## src/rtl/sec_blank_scheduler_pkg.sv

```systemverilog
// Shared types and helpers for the HBLANK secondary-data scheduler.
// Steering codes, FSM state encoding and MSA burst length per lane count.
package sec_sched_pkg;

  typedef enum logic [2:0] {
    IDLE,
    WAIT,
    MVID,
    GAP,
    MSA
  } sched_state_e;

  localparam logic [1:0] ST_IDLE  = 2'b00;
  localparam logic [1:0] ST_MVID  = 2'b01;
  localparam logic [1:0] ST_MSA   = 2'b10;
  localparam logic [1:0] LANE_ILL = 2'b10;

  // 36 MSA symbols spread over the enabled lanes.
  function automatic logic [5:0] msa_len(input logic [1:0] lane);
    logic [5:0] n;
    n = 6'd0;
    unique case (1'b1)
      lane == 2'b00: n = 6'd36;
      lane == 2'b01: n = 6'd18;
      lane == 2'b11: n = 6'd9;
      default:       n = 6'd0;
    endcase
    return n;
  endfunction

endpackage

```

## src/rtl/sec_blank_scheduler_if.sv

```systemverilog
// Timing-side and steering-side signals of the blank scheduler.
// master = timing generator / monitor side, slave = scheduler side.
interface sec_blank_scheduler_if;

  logic [1:0] td_lane_count;
  logic       td_vld_data;
  logic       spm_vld;
  logic       hblank_start;
  logic       vblank;
  logic [1:0] blank_steering_state0;
  logic [1:0] blank_steering_state1;
  logic [1:0] blank_steering_state2;
  logic [1:0] blank_steering_state3;
  logic       sched_busy;
  logic       msa_done;
  logic       sched_err;

  modport master (
    output td_lane_count,
    output td_vld_data,
    output spm_vld,
    output hblank_start,
    output vblank,
    input  blank_steering_state0,
    input  blank_steering_state1,
    input  blank_steering_state2,
    input  blank_steering_state3,
    input  sched_busy,
    input  msa_done,
    input  sched_err
  );

  modport slave (
    input  td_lane_count,
    input  td_vld_data,
    input  spm_vld,
    input  hblank_start,
    input  vblank,
    output blank_steering_state0,
    output blank_steering_state1,
    output blank_steering_state2,
    output blank_steering_state3,
    output sched_busy,
    output msa_done,
    output sched_err
  );

endinterface

```

## src/rtl/sec_blank_scheduler_fanout.sv

```systemverilog
// Fans the active steering code out to enabled lanes; others get idle.
// Illegal lane count enables no lane at all.
module sec_lane_code_fanout
  import sec_sched_pkg::*;
(
  input  logic [1:0] code_i,
  input  logic [1:0] lane_i,
  output logic [1:0] lane0_o,
  output logic [1:0] lane1_o,
  output logic [1:0] lane2_o,
  output logic [1:0] lane3_o
);

  logic [3:0] en;

  always_comb begin
    en = 4'b0000;
    unique case (1'b1)
      lane_i == 2'b00: en = 4'b0001;
      lane_i == 2'b01: en = 4'b0011;
      lane_i == 2'b11: en = 4'b1111;
      default:         en = 4'b0000;
    endcase
  end

  assign lane0_o = en[0] ? code_i : ST_IDLE;
  assign lane1_o = en[1] ? code_i : ST_IDLE;
  assign lane2_o = en[2] ? code_i : ST_IDLE;
  assign lane3_o = en[3] ? code_i : ST_IDLE;

endmodule

```

## src/rtl/sec_blank_scheduler.sv

```systemverilog
// HBLANK scheduler: one Mvid slot per line, MSA burst on first VBLANK line.
// Define MSA_REPEAT_EN to send the MSA burst on every VBLANK line.
module sec_blank_scheduler
  import sec_sched_pkg::*;
#(
  parameter int BS_DLY = 4,
  parameter int CNT_W  = 6
) (
  input logic             clk,
  input logic             rst,
  sec_blank_scheduler_if.slave bus
);

  sched_state_e     state_q;
  logic [CNT_W-1:0] cnt_q;
  logic [1:0]       lane_q;
  logic [1:0]       lane_s_q;
  logic [1:0]       code_q;
  logic             msa_pend_q;
  logic             msa_pend_d;
  logic             first_q;
  logic             first_d;
  logic             busy_q;
  logic             done_q;
  logic             err_q;
  logic             go_msa;
  logic             msa_clr;
  logic             lane_ok;

  assign lane_ok = (lane_s_q != LANE_ILL);

`ifdef MSA_REPEAT_EN
  assign go_msa  = bus.vblank & (msa_pend_q | bus.vblank);
  assign msa_clr = 1'b0;
`else
  assign go_msa  = bus.vblank & first_q & msa_pend_q;
  assign msa_clr = (state_q == GAP);
`endif

  // Set has priority over the clear on MSA entry.
  assign msa_pend_d = bus.spm_vld | (msa_pend_q & ~msa_clr);
  assign first_d    = ~bus.vblank | (first_q & ~(state_q == GAP));

  always_ff @(posedge clk) begin
    if (rst) begin
      state_q    <= IDLE;
      cnt_q      <= '0;
      lane_q     <= 2'b00;
      lane_s_q   <= 2'b00;
      code_q     <= ST_IDLE;
      msa_pend_q <= 1'b0;
      first_q    <= 1'b1;
      busy_q     <= 1'b0;
      done_q     <= 1'b0;
      err_q      <= 1'b0;
    end else begin
      done_q     <= 1'b0;
      msa_pend_q <= msa_pend_d;
      first_q    <= first_d;
      if (bus.td_vld_data) lane_q <= bus.td_lane_count;
      if (bus.hblank_start && state_q != IDLE) err_q <= 1'b1;
      unique case (state_q)
        IDLE: begin
          if (bus.hblank_start) begin
            state_q  <= WAIT;
            cnt_q    <= CNT_W'(BS_DLY - 1);
            lane_s_q <= lane_q;
            busy_q   <= 1'b1;
            if (lane_q == LANE_ILL) err_q <= 1'b1;
          end
        end
        WAIT: begin
          if (cnt_q == '0) begin
            state_q <= MVID;
            code_q  <= ST_MVID;
          end else begin
            cnt_q <= cnt_q - 1'b1;
          end
        end
        MVID: begin
          code_q <= ST_IDLE;
          if (lane_ok && go_msa) begin
            state_q <= GAP;
          end else begin
            state_q <= IDLE;
            busy_q  <= 1'b0;
          end
        end
        GAP: begin
          state_q <= MSA;
          code_q  <= ST_MSA;
          cnt_q   <= CNT_W'(msa_len(lane_s_q) - 6'd1);
        end
        MSA: begin
          if (cnt_q == '0) begin
            state_q <= IDLE;
            code_q  <= ST_IDLE;
            busy_q  <= 1'b0;
            done_q  <= 1'b1;
          end else begin
            cnt_q <= cnt_q - 1'b1;
          end
        end
        default: begin
          state_q <= IDLE;
          code_q  <= ST_IDLE;
          busy_q  <= 1'b0;
        end
      endcase
    end
  end

  logic [1:0] l0, l1, l2, l3;

  sec_lane_code_fanout u_fanout (
    .code_i  (code_q),
    .lane_i  (lane_s_q),
    .lane0_o (l0),
    .lane1_o (l1),
    .lane2_o (l2),
    .lane3_o (l3)
  );

  assign bus.blank_steering_state0 = l0;
  assign bus.blank_steering_state1 = l1;
  assign bus.blank_steering_state2 = l2;
  assign bus.blank_steering_state3 = l3;
  assign bus.sched_busy            = busy_q;
  assign bus.msa_done              = done_q;
  assign bus.sched_err             = err_q;

endmodule
```

## src/flat_wrapper.sv

```systemverilog
// flat-port wrapper written by rule: the top's interface ports become plain ports
module sec_blank_scheduler_flat import sec_sched_pkg::*;
#(
  parameter int BS_DLY = 4,
  parameter int CNT_W  = 6
)
  (clk, rst, bus_td_lane_count, bus_td_vld_data, bus_spm_vld, bus_hblank_start, bus_vblank, bus_blank_steering_state0, bus_blank_steering_state1, bus_blank_steering_state2, bus_blank_steering_state3, bus_sched_busy, bus_msa_done, bus_sched_err);
  sec_blank_scheduler_if bus_i ();
  input logic clk;
  input logic rst;
  input wire logic [$bits(bus_i.td_lane_count)-1:0] bus_td_lane_count;
  input wire logic [$bits(bus_i.td_vld_data)-1:0] bus_td_vld_data;
  input wire logic [$bits(bus_i.spm_vld)-1:0] bus_spm_vld;
  input wire logic [$bits(bus_i.hblank_start)-1:0] bus_hblank_start;
  input wire logic [$bits(bus_i.vblank)-1:0] bus_vblank;
  output wire logic [$bits(bus_i.blank_steering_state0)-1:0] bus_blank_steering_state0;
  output wire logic [$bits(bus_i.blank_steering_state1)-1:0] bus_blank_steering_state1;
  output wire logic [$bits(bus_i.blank_steering_state2)-1:0] bus_blank_steering_state2;
  output wire logic [$bits(bus_i.blank_steering_state3)-1:0] bus_blank_steering_state3;
  output wire logic [$bits(bus_i.sched_busy)-1:0] bus_sched_busy;
  output wire logic [$bits(bus_i.msa_done)-1:0] bus_msa_done;
  output wire logic [$bits(bus_i.sched_err)-1:0] bus_sched_err;
  assign bus_i.td_lane_count = bus_td_lane_count;
  assign bus_i.td_vld_data = bus_td_vld_data;
  assign bus_i.spm_vld = bus_spm_vld;
  assign bus_i.hblank_start = bus_hblank_start;
  assign bus_i.vblank = bus_vblank;
  assign bus_blank_steering_state0 = bus_i.blank_steering_state0;
  assign bus_blank_steering_state1 = bus_i.blank_steering_state1;
  assign bus_blank_steering_state2 = bus_i.blank_steering_state2;
  assign bus_blank_steering_state3 = bus_i.blank_steering_state3;
  assign bus_sched_busy = bus_i.sched_busy;
  assign bus_msa_done = bus_i.msa_done;
  assign bus_sched_err = bus_i.sched_err;
  sec_blank_scheduler #(.BS_DLY(BS_DLY), .CNT_W(CNT_W)) u_core (.clk(clk), .rst(rst), .bus(bus_i));
endmodule
```

## config.mk

```make
export PLATFORM = sky130hd
export DESIGN_NAME = sec_blank_scheduler_flat
export DESIGN_NICKNAME = d
export VERILOG_FILES = /design/src/rtl/sec_blank_scheduler_pkg.sv /design/src/rtl/sec_blank_scheduler_if.sv /design/src/rtl/sec_blank_scheduler_fanout.sv /design/src/rtl/sec_blank_scheduler.sv /design/src/flat_wrapper.sv
export SDC_FILE = /design/constraint.sdc
export NUM_CORES = 1
export LEC_CHECK = 0
export BUFFER_PORTS_ARGS = -buffer_cell sky130_fd_sc_hd__buf_4
export CAP_MARGIN = 20
export CORE_MARGIN = 2
export CORE_UTILIZATION = 53
export DETAILED_ROUTE_END_ITERATION = 10
export GPL_TIMING_DRIVEN = 0
export PLACE_DENSITY = 0.75
export SYNTH_ARGS = -nofsm -noshare
export SYNTH_HDL_FRONTEND = slang
export SYNTH_HIERARCHICAL = 1
export SYNTH_SLANG_ARGS = --single-unit
```

## constraint.sdc

```tcl
create_clock -name clk -period 3.6 [get_ports clk]
set_clock_uncertainty 0.05 [all_clocks]
set_input_delay 0.72 -clock clk [delete_from_list [all_inputs] [get_ports clk]]
set_output_delay 0.72 -clock clk [all_outputs]
set_load 0.05 [all_outputs]
```

Word level (Yosys, flattened, before mapping). Cells that the tools add are included.

Output and inout port bits: 11. Input bits: 8. Register bits: 20. Word-level logic and storage cells: 79.

Equal/unequal tests: 13. Reduce and logical (&&, ||, !) cells: 15. Add/subtract/negate cells: 2. Bitwise gates (word level): 11. Muxes and demuxes: 28.

Operators with widths (number): $pmux 6 s3 (2); $mux 6 (4); $pmux 3 s5 (1); $mux 2 (7); $pmux 4 s3 (1); $sub 6x1->6 const B (2); $mux 3 (3); $reduce_and 3->1 (3); $mux 1 (8); $ne 2x2->1 const B (4); $pmux 2 s4 (1); $eq 3x2->1 const B (2); $logic_not 6->1 (1); $reduce_bool 3->1 (2); $reduce_or 2->1 (3); $not 1->1 (5); $and 1x1->1 (4); $eq 2x2->1 const B (2); $ne 2x1->1 const B (2); $pmux 1 s4 (1); $reduce_and 4->1 (1); $eq 3x1->1 const B (1); $eq 3x3->1 const B (1); $logic_not 3->1 (1); 5 further kinds (7).

Longest topological paths before layout. Gate-level depths: netlist of the first run.

Depth after elaboration: 6. Mapped depth: 10. Gate-level depth less buffers: 9.

Hierarchy. Netlist of the first run, hierarchy kept.

By module, submodules not included: sec_blank_scheduler (area an instance 1122.3 um^2, cells each 121, instances 1, sequential area each 400.4 um^2); sec_lane_code_fanout (area an instance 63.8 um^2, cells each 9, instances 1, sequential area each 0.0 um^2).

Worst setup path before layout of the first run. Ideal clock, no wire load.

Path type: reg-to-reg. Start point: reg u_core.state_q[2]. End point: reg u_core.cnt_q[4]. Library setup time: 0.117 ns. Setup slack: 1.518 ns. Arrival: 1.914 ns. Period minus slack after synthesis: 2.082 ns. Required time: 3.433 ns. Stages on the path, launching flop included: 11. Buffers on the path: 1. Cell sequence: dfxtp_1 -> buf_6 -> xnor2_2 -> nor2_4 -> mux2i_1 -> inv_1 -> ha_1 -> nor3b_1 -> xnor2_1 -> mux2i_1 -> a32o_1.

Longest elaborated chain between the ends: 4. Elaborated cells on any way between the ends: 10. Classes of those cells: 5 x eq/ne; 1 x mux; 4 x reduce/logical.

RTL lines: from (decl) (line sec_blank_scheduler.sv:14) `sched_state_e state_q;`; from (signal assigned) (line sec_blank_scheduler.sv:46) `state_q <= IDLE;`; from (signal assigned) (line sec_blank_scheduler.sv:65) `state_q <= WAIT;`; from (signal assigned) (line sec_blank_scheduler.sv:74) `state_q <= MVID;`; $eq 3x1->1 or $eq 3x3->1 (tied branches) (line sec_blank_scheduler.sv:62) `unique case (state_q)`; $reduce_or 2->1 (no source line); $ne 2x2->1 (no source line) or $reduce_bool 3->1 (tied branches); $reduce_and 3->1 (no source line); to (signal assigned) (line sec_blank_scheduler.sv:66) `cnt_q <= CNT_W'(BS_DLY - 1);`; to (signal assigned) (line sec_blank_scheduler.sv:77) `cnt_q <= cnt_q - 1'b1;`; to (signal assigned) (line sec_blank_scheduler.sv:92) `cnt_q <= CNT_W'(msa_len(lane_s_q) - 6'd1);`; to (decl) (line sec_blank_scheduler.sv:15) `logic [CNT_W-1:0] cnt_q;`.

Parallel ways exist; a longest one is shown, timed or not. A chain may end at the register's enable or synchronous reset.

Worst setup path after layout of the first run. Ends and elaborated chain as after synthesis.

==> run_results.csv, run 1 <==
group,metric,value,unit
setup_path,cp-end-kind,"register",
sta,relSlewSlack,68.7,%
drt,drt-met1-wl,1.14,mm
pwr,p_seq_share,38.9,%
yosys,netlist_instances,130,
cells_and_area,area_delta_synth_final,18.8,%
sta,fin_crit,2.34,ns
drt,wirelength,2.63,mm
setup_path,crit_path_frequent_cell,"mux2i_1",
drt,dr.first_iter.drc_count,50,
clock_network,post_cts_resized,0,
die,core,0.00217,mm2
die,die_area,0.00263,mm2
drt,drc,0,
yosys,synth_seq_cells,20,
yosys,synth_edf_count,0,
yosys,ys_types,46,
sta,hold_violations,0,
yosys,ys_async_sr_fraction,0,%
clock_network,cts-root-buf,"clkbuf_4",
grt,track_usage,21.5,%
die,start_util,54.7,%
place,dp_hpwl,1.96,mm
setup_path,path_class,"register to register",
place,port_buffers,18,
grt,antenna_found_initial,0,
drt,wl_met2,1.34,mm
setup_path,slowest_stage,"dfxtp_1",
run,drv_cap,0,
yosys,synth.net_count,139,
pwr,vdd_drop_max,0.000511,V
die,die_w,51.3,um
clock_network,cts_tree,"yes",
yosys,syn_area,0.00119,mm2
sta,fin_setup_tns,0,ns
drt,route.vias.total,1084,
setup_path,path_max_fanout,10,
cells_and_area,fillers,199,
cells_and_area,seqCellArea,400,um2
yosys,synth_top_area_share,33.8,%
clock_network,cts_setup_buffers,0,
die,io_pins,19,
yosys,ys_warn_count,6,
cells_and_area,layout-drive-gt1-share,28.9,%
yosys,synth_top_area_cell,"dfxtp_1",
grt,grt_max_degree,13,
grt,grt-ovfl-total,0,
setup_path,required,3.76,ns
yosys,ys_seq_area_share,33.8,%
clock_network,clock-sinks,20,
place,gp_congestion,0.935,
pwr,finalPower,0.000679,W
sta,timing.final.crit_share,64.9,%
clock_network,clk_latency,0.30,ns
setup_path,cp_num_buf_inv,2,
drt,dr.max_layer_used,"met4",
drt,post_drt_via_cell_ratio,6.02,
pwr,pwr-share-comb,34.1,%
clock_network,clk_pin_slew_worst_paths,0.13,ns
yosys,yosys_most_used_dff,"dfxtp_1",
die,die_h,51.3,um
status,status,"finished clean",
pwr,swShare,33.2,%
setup_path,critPathMaxStageDelay,0.47,ns
hold_path,hp-class,"register to register",
setup_path,crit_family,"flip-flops",
clock_network,cts_hold_buf,0,
die,row_count,17,
sta,rsz0062_at_grt,"false",
setup_path,path_cells,"buf_6 > xnor2_2 > nor2_4 > mux2i_1 > inv_1 > ha_1 > nor3b_1 > xnor2_1 > mux2i_1 > a32o_1",
clock_network,htree_levels,1,
drt,wl_met3,108,um
yosys,syn_avg_cell_area,9.12,um2
drt,wl_per_cell,14.6,um
pwr,p_leak,0.596,nW
pwr,pwr_density_cell,482,mW/mm2
grt,grt_pass1_wl,4.34,mm
cells_and_area,insertedDiodeCount,0,
pwr,intPower,0.000453,W
pwr,clockPowerShare,27.0,%
cells_and_area,multi_input_area,696,um2
pwr,switchingPower,0.000225,W
cells_and_area,fin_nets,162,
clock_network,cts_made_buffers,3,
sta,clock.fmax,428,MHz
sta,slew_viol_final,0,
yosys,synthTopCellsByArea,"dfxtp_1 (34%), mux2i_1 (5.9%), a21oi_1 (5.5%)",
drt,dr.pass1.iters,4,
setup_path,start_kind,"register",
setup_path,worstPathArrival,2.50,ns
sta,tightestPinTransition,0.469,ns
sta,setup_viol,0,
setup_path,reg2reg_setup_slack,1.26,ns
clock_network,clock_tree.buffer_depth,2,
grt,grt_pass1_vias,984,
drt,final_antenna_net_count,0,
-- placed cells by master, fill, tap and decap left out, drive strengths merged, types with 2 or more instances in the layout --
master	count
a21oi	13
a31oi	2
a32o	3
and2	4
and3	2
buf	24
clkbuf	5
dfxtp	20
inv	5
mux2i	7
nand2	6
nand2b	5
nand3	2
nor2	8
nor2b	3
nor3	5
nor3b	5
o21ai	6
o41ai	2
or3	5
xnor2	3
-- cell families after synthesis --
kind of cell | synth area share [%]
flops | 33.8
mux | 5.91
compound gates | 21.0
xor+xnor | 2.85
buf+inv | 7.59
simple gates | 27.8
fa+ha+maj | 1.05
-- Yosys cell counts (all sizes together), types with 2 or more instances --
master	count
nor3b	5
inv	5
a32o	3
nand2b	5
a31oi	2
a21oi	13
dfxtp	20
or3	5
and2	4
buf	6
xnor2	3
nand3	2
o21ai	6
nor2b	3
nor3	5
and3	2
nor2	8
o41ai	2
mux2i	7
nand2	6
clkbuf	2
-- layer usage --
metal  GRT usage (%)  up-vias
met5               0        -
met4            8.77        0
met3            2.05        4
met2            36.1       31
met1            28.3      529
li1                -      520
-- power by group through the flow --
stage,Combinational (W),Clock (W),Sequential [W]
after detailed placement,0.000227,0,0.000269
after global placement,0.000225,0,0.000268
after global routing,0.000248,0.000194,0.000267
after floorplan,0.000170,0,0.000274
after CTS,0.000229,0.000187,0.000264
final,0.000231,0.000183,0.000264
-- final cells by class --
type / count / share of cell area [%]
tap: 28 / 2.49
sequential: 20 / 28.4
buffer: 8 / 5.06
inverter: 5 / 1.33
clock buffer: 3 / 1.60
timing repair buffer: 18 / 9.59
multi-input combinational: 97 / 49.4
clock inverter: 1 / 2.13
-- stage by stage --
step | util, % | area (um2) | std cells | hold WS, ns | setup slack, ns
2_1_floorplan | - | 1190 | 130 | 0.389 | 1.52
3_3_place_gp | 62.5 | 1360 | 176 | 0.404 | 1.35
3_5_place_dp | 62.5 | 1360 | 176 | 0.414 | 1.30
4_1_cts | 64.9 | 1410 | 180 | 0.442 | 1.27
5_1_grt | 64.9 | 1410 | 180 | 0.472 | 1.10
6_report | 64.9 | 1410 | 180 | 0.437 | 1.26
-- flip-flops by register name, indices dropped and copies added, names as in the netlist --
register / flops
u_core/code_q: 2
u_core/first_q: 1
u_core/bus.sched_err: 1
u_core/msa_pend_q: 1
u_core/state_q: 3
u_core/lane_s_q: 2
u_core/cnt_q: 6
u_core/bus.sched_busy: 1
u_core/bus.msa_done: 1
u_core/lane_q: 2
-- worst paths after layout --
path,from,cells after the start,endpoint
max reg2reg,u_core/state_q[2],10,u_core/cnt_q[4]
max,u_core/state_q[2],10,u_core/cnt_q[4]
min reg2reg,u_core/first_q,2,u_core/first_q
min,u_core/first_q,2,u_core/first_q
-- tightest hold or removal path: stages, from the launching register on --
cell	delay, ns
dfxtp_1	0.33
nand2_1	0.05
nand3_1	0.07
(Power assumes the default switching activity.)
==> inputs of run 2 (changes only) <==
CORE_UTILIZATION = 49   (was 53)
PLACE_DENSITY = 0.73   (was 0.75)
clock period = 2 ns   (was 3.6 ns; I/O delays follow)
==> run 2 against run 1 <==
  * Final cell count increased by 4.4%
  * Sequential share of layout area fell by 1.6 points
  * Cell area grew 7.9%
  * First-iteration DRC count grew 24%
  * Clock-buffer cell count stayed put
  * Worst hold slack lost 0.21 ns
  * Setup slack got worse by 1.2 ns
  * Via count grew 1.7%
  * Global-route usage is 1.4 points higher
  * Utilization up 2.5 points
  * Power grew 91%
  * Non-clock buffer count up 8
==> run_results.csv, run 2 (synthesized netlist as in run 1, its figures left out) <==
group,metric,value,unit
die,die_h,53.2,um
drt,dr.first_iter.drc_count,62,
grt,grt-ovfl-total,0,
drt,wl_per_cell,14.9,um
setup_path,worstPathArrival,2.10,ns
sta,slew_viol_final,0,
setup_path,critPathMaxStageDelay,0.39,ns
setup_path,ff2ff_path_depth,9,
pwr,finalPower,0.00130,W
die,row_count,17,
setup_path,path_max_fanout,5,
cells_and_area,final_util,67.4,%
clock_network,clk_pin_slew_worst_paths,0.12,ns
sta,timing.final.crit_share,97.0,%
setup_path,slowest_stage,"dfxtp_4",
setup_path,timing.rr.end,"u_core/cnt_q[4]",
grt,track_usage,23.0,%
hold_path,hp-class,"input port to register",
run,drv_cap,0,
die,die_w,53.2,um
die,die_area,0.00283,mm2
setup_path,cp-end-kind,"register",
cells_and_area,fin_nets,170,
clock_network,htree_levels,1,
sta,setup_viol,0,
clock_network,cts_made_buffers,3,
setup_path,path_cells,"xnor2_4 > nor2_4 > nor3b_1 > a21oi_1 > ha_4 > nor3b_4 > xnor2_1 > mux2i_1 > a32o_2",
drt,final_antenna_net_count,0,
drt,drc,0,
setup_path,path_class,"register to register",
die,start_util,52.6,%
cells_and_area,final_common_cell,"buf_4",
grt,grt_pass1_vias,1025,
hold_path,hold_path_end,"u_core/first_q",
die,core,0.00225,mm2
drt,post_drt_via_cell_ratio,5.86,
setup_path,r2r-start,"u_core/state_q[2]",
cells_and_area,insertedDiodeCount,0,
setup_path,crit_family,"simple AND/OR/NAND/NOR gates",
cells_and_area,top_register,"u_core/cnt_q",
grt,grt_max_degree,13,
sta,clock.fmax,515,MHz
sta,tightestPinTransition,0.480,ns
clock_network,clock-sinks,20,
sta,fin_crit,1.94,ns
place,dp_hpwl,1.98,mm
setup_path,cp_num_buf_inv,0,
cells_and_area,area_delta_synth_final,28.2,%
grt,antenna_found_initial,0,
pwr,p_leak,0.658,nW
grt,grt_pass1_wl,4.80,mm
hold_path,min_delay_path_depth,2,
clock_network,cts-root-buf,"clkbuf_4",
cells_and_area,largest_reg_flops,6,
sta,rsz0062_at_grt,"true",
clock_network,clock_tree.buffer_depth,2,
clock_network,clk_latency,0.30,ns
sta,relSlewSlack,67.8,%
sta,hold_violations,0,
setup_path,required,2.16,ns
place,gp_congestion,0.907,
drt,route.vias.total,1102,
drt,dr.pass1.iters,4,
cells_and_area,reg_top3,"u_core/cnt_q x6, u_core/state_q x3",
place,port_buffers,18,
pwr,vdd_drop_max,0.000671,V
cells_and_area,layout-drive-gt1-share,37.5,%
cells_and_area,layout_common_cells,"buf_4 (29), dfxtp_1 (18), a21oi_1 (13)",
drt,wirelength,2.80,mm
status,status,"finished clean",
clock_network,cts_tree,"yes",
setup_path,reg2reg_setup_slack,0.06,ns
die,io_pins,19,
setup_path,start_kind,"register",
setup_path,startpoint,"u_core/state_q[2]",
hold_path,min_from,"bus_vblank",
pwr,pwr_density_cell,853,mW/mm2
clock_network,cts_hold_buf,0,
==> run 2: metrics by stage <==
| stage | setup slack (ns) | TNS (ns) | std cells | hold slack, ns | instance area [um2] |
|---|---|---|---|---|---|
| after detailed placement | -0.184 | -0.235 | 176 | 0.413 | 1390 |
| after global routing | -0.0251 | -0.0251 | 188 | 0.208 | 1520 |
| after CTS | 0.0128 | 0 | 182 | 0.223 | 1460 |
| after floorplan | -0.0252 | -0.0252 | 130 | 0.389 | 1220 |
| after global placement | -0.148 | -0.160 | 176 | 0.404 | 1390 |
| final | 0.0595 | 0 | 188 | 0.225 | 1520 |
==> run 2: routing by layer <==
| metal | GRT usage, % | share of wire, % | routed length, um | vias up |
|---|---|---|---|---|
| li1 | - | - | - | 540 |
| met2 | 36.0 | 47 | 1330 | 49 |
| met3 | 4.52 | 6.5 | 183 | 4 |
| met5 | 0 | 0 | 0 | - |
| met4 | 7.69 | 1.0 | 29 | 0 |
| met1 | 31.2 | 45 | 1260 | 509 |
==> run 2: worst max-delay path by stage <==
stage	depth (start not counted)	slack [ns]	to
global route	9	-0.03	u_core/cnt_q[4]
detailed placement	10	-0.18	u_core/cnt_q[4]
CTS	9	0.01	u_core/cnt_q[4]
global placement	10	-0.15	u_core/cnt_q[4]
finish	9	0.06	u_core/cnt_q[4]
floorplan	10	-0.03	u_core/cnt_q[4]
==> run 2: where the power goes <==
part           total (W)  switching [W]  internal [W]
clock           0.000336       0.000133      0.000203
combinational   0.000484       0.000254      0.000230
sequential      0.000477      0.0000422      0.000434
total            0.00130       0.000430      0.000866
==> run 2: cell type report <==
type	count	area, um2
Inverter	5	18.8
Timing Repair Buffer	27	203
Clock inverter	1	30.0
Clock buffer	3	22.5
Multi-Input combinational cell	97	743
Sequential cell	20	408
Fill cell	184	734
Buffer	7	60.1
Tap cell	28	35.0
==> run 2: timing repair <==
| action | CTS | global route |
|---|---|---|
| resized for setup | 2 | 5 |
| pin swaps | 3 | 3 |
| setup buffers | 3 | 6 |
| endpoints found under the setup margin | 2 | 1 |
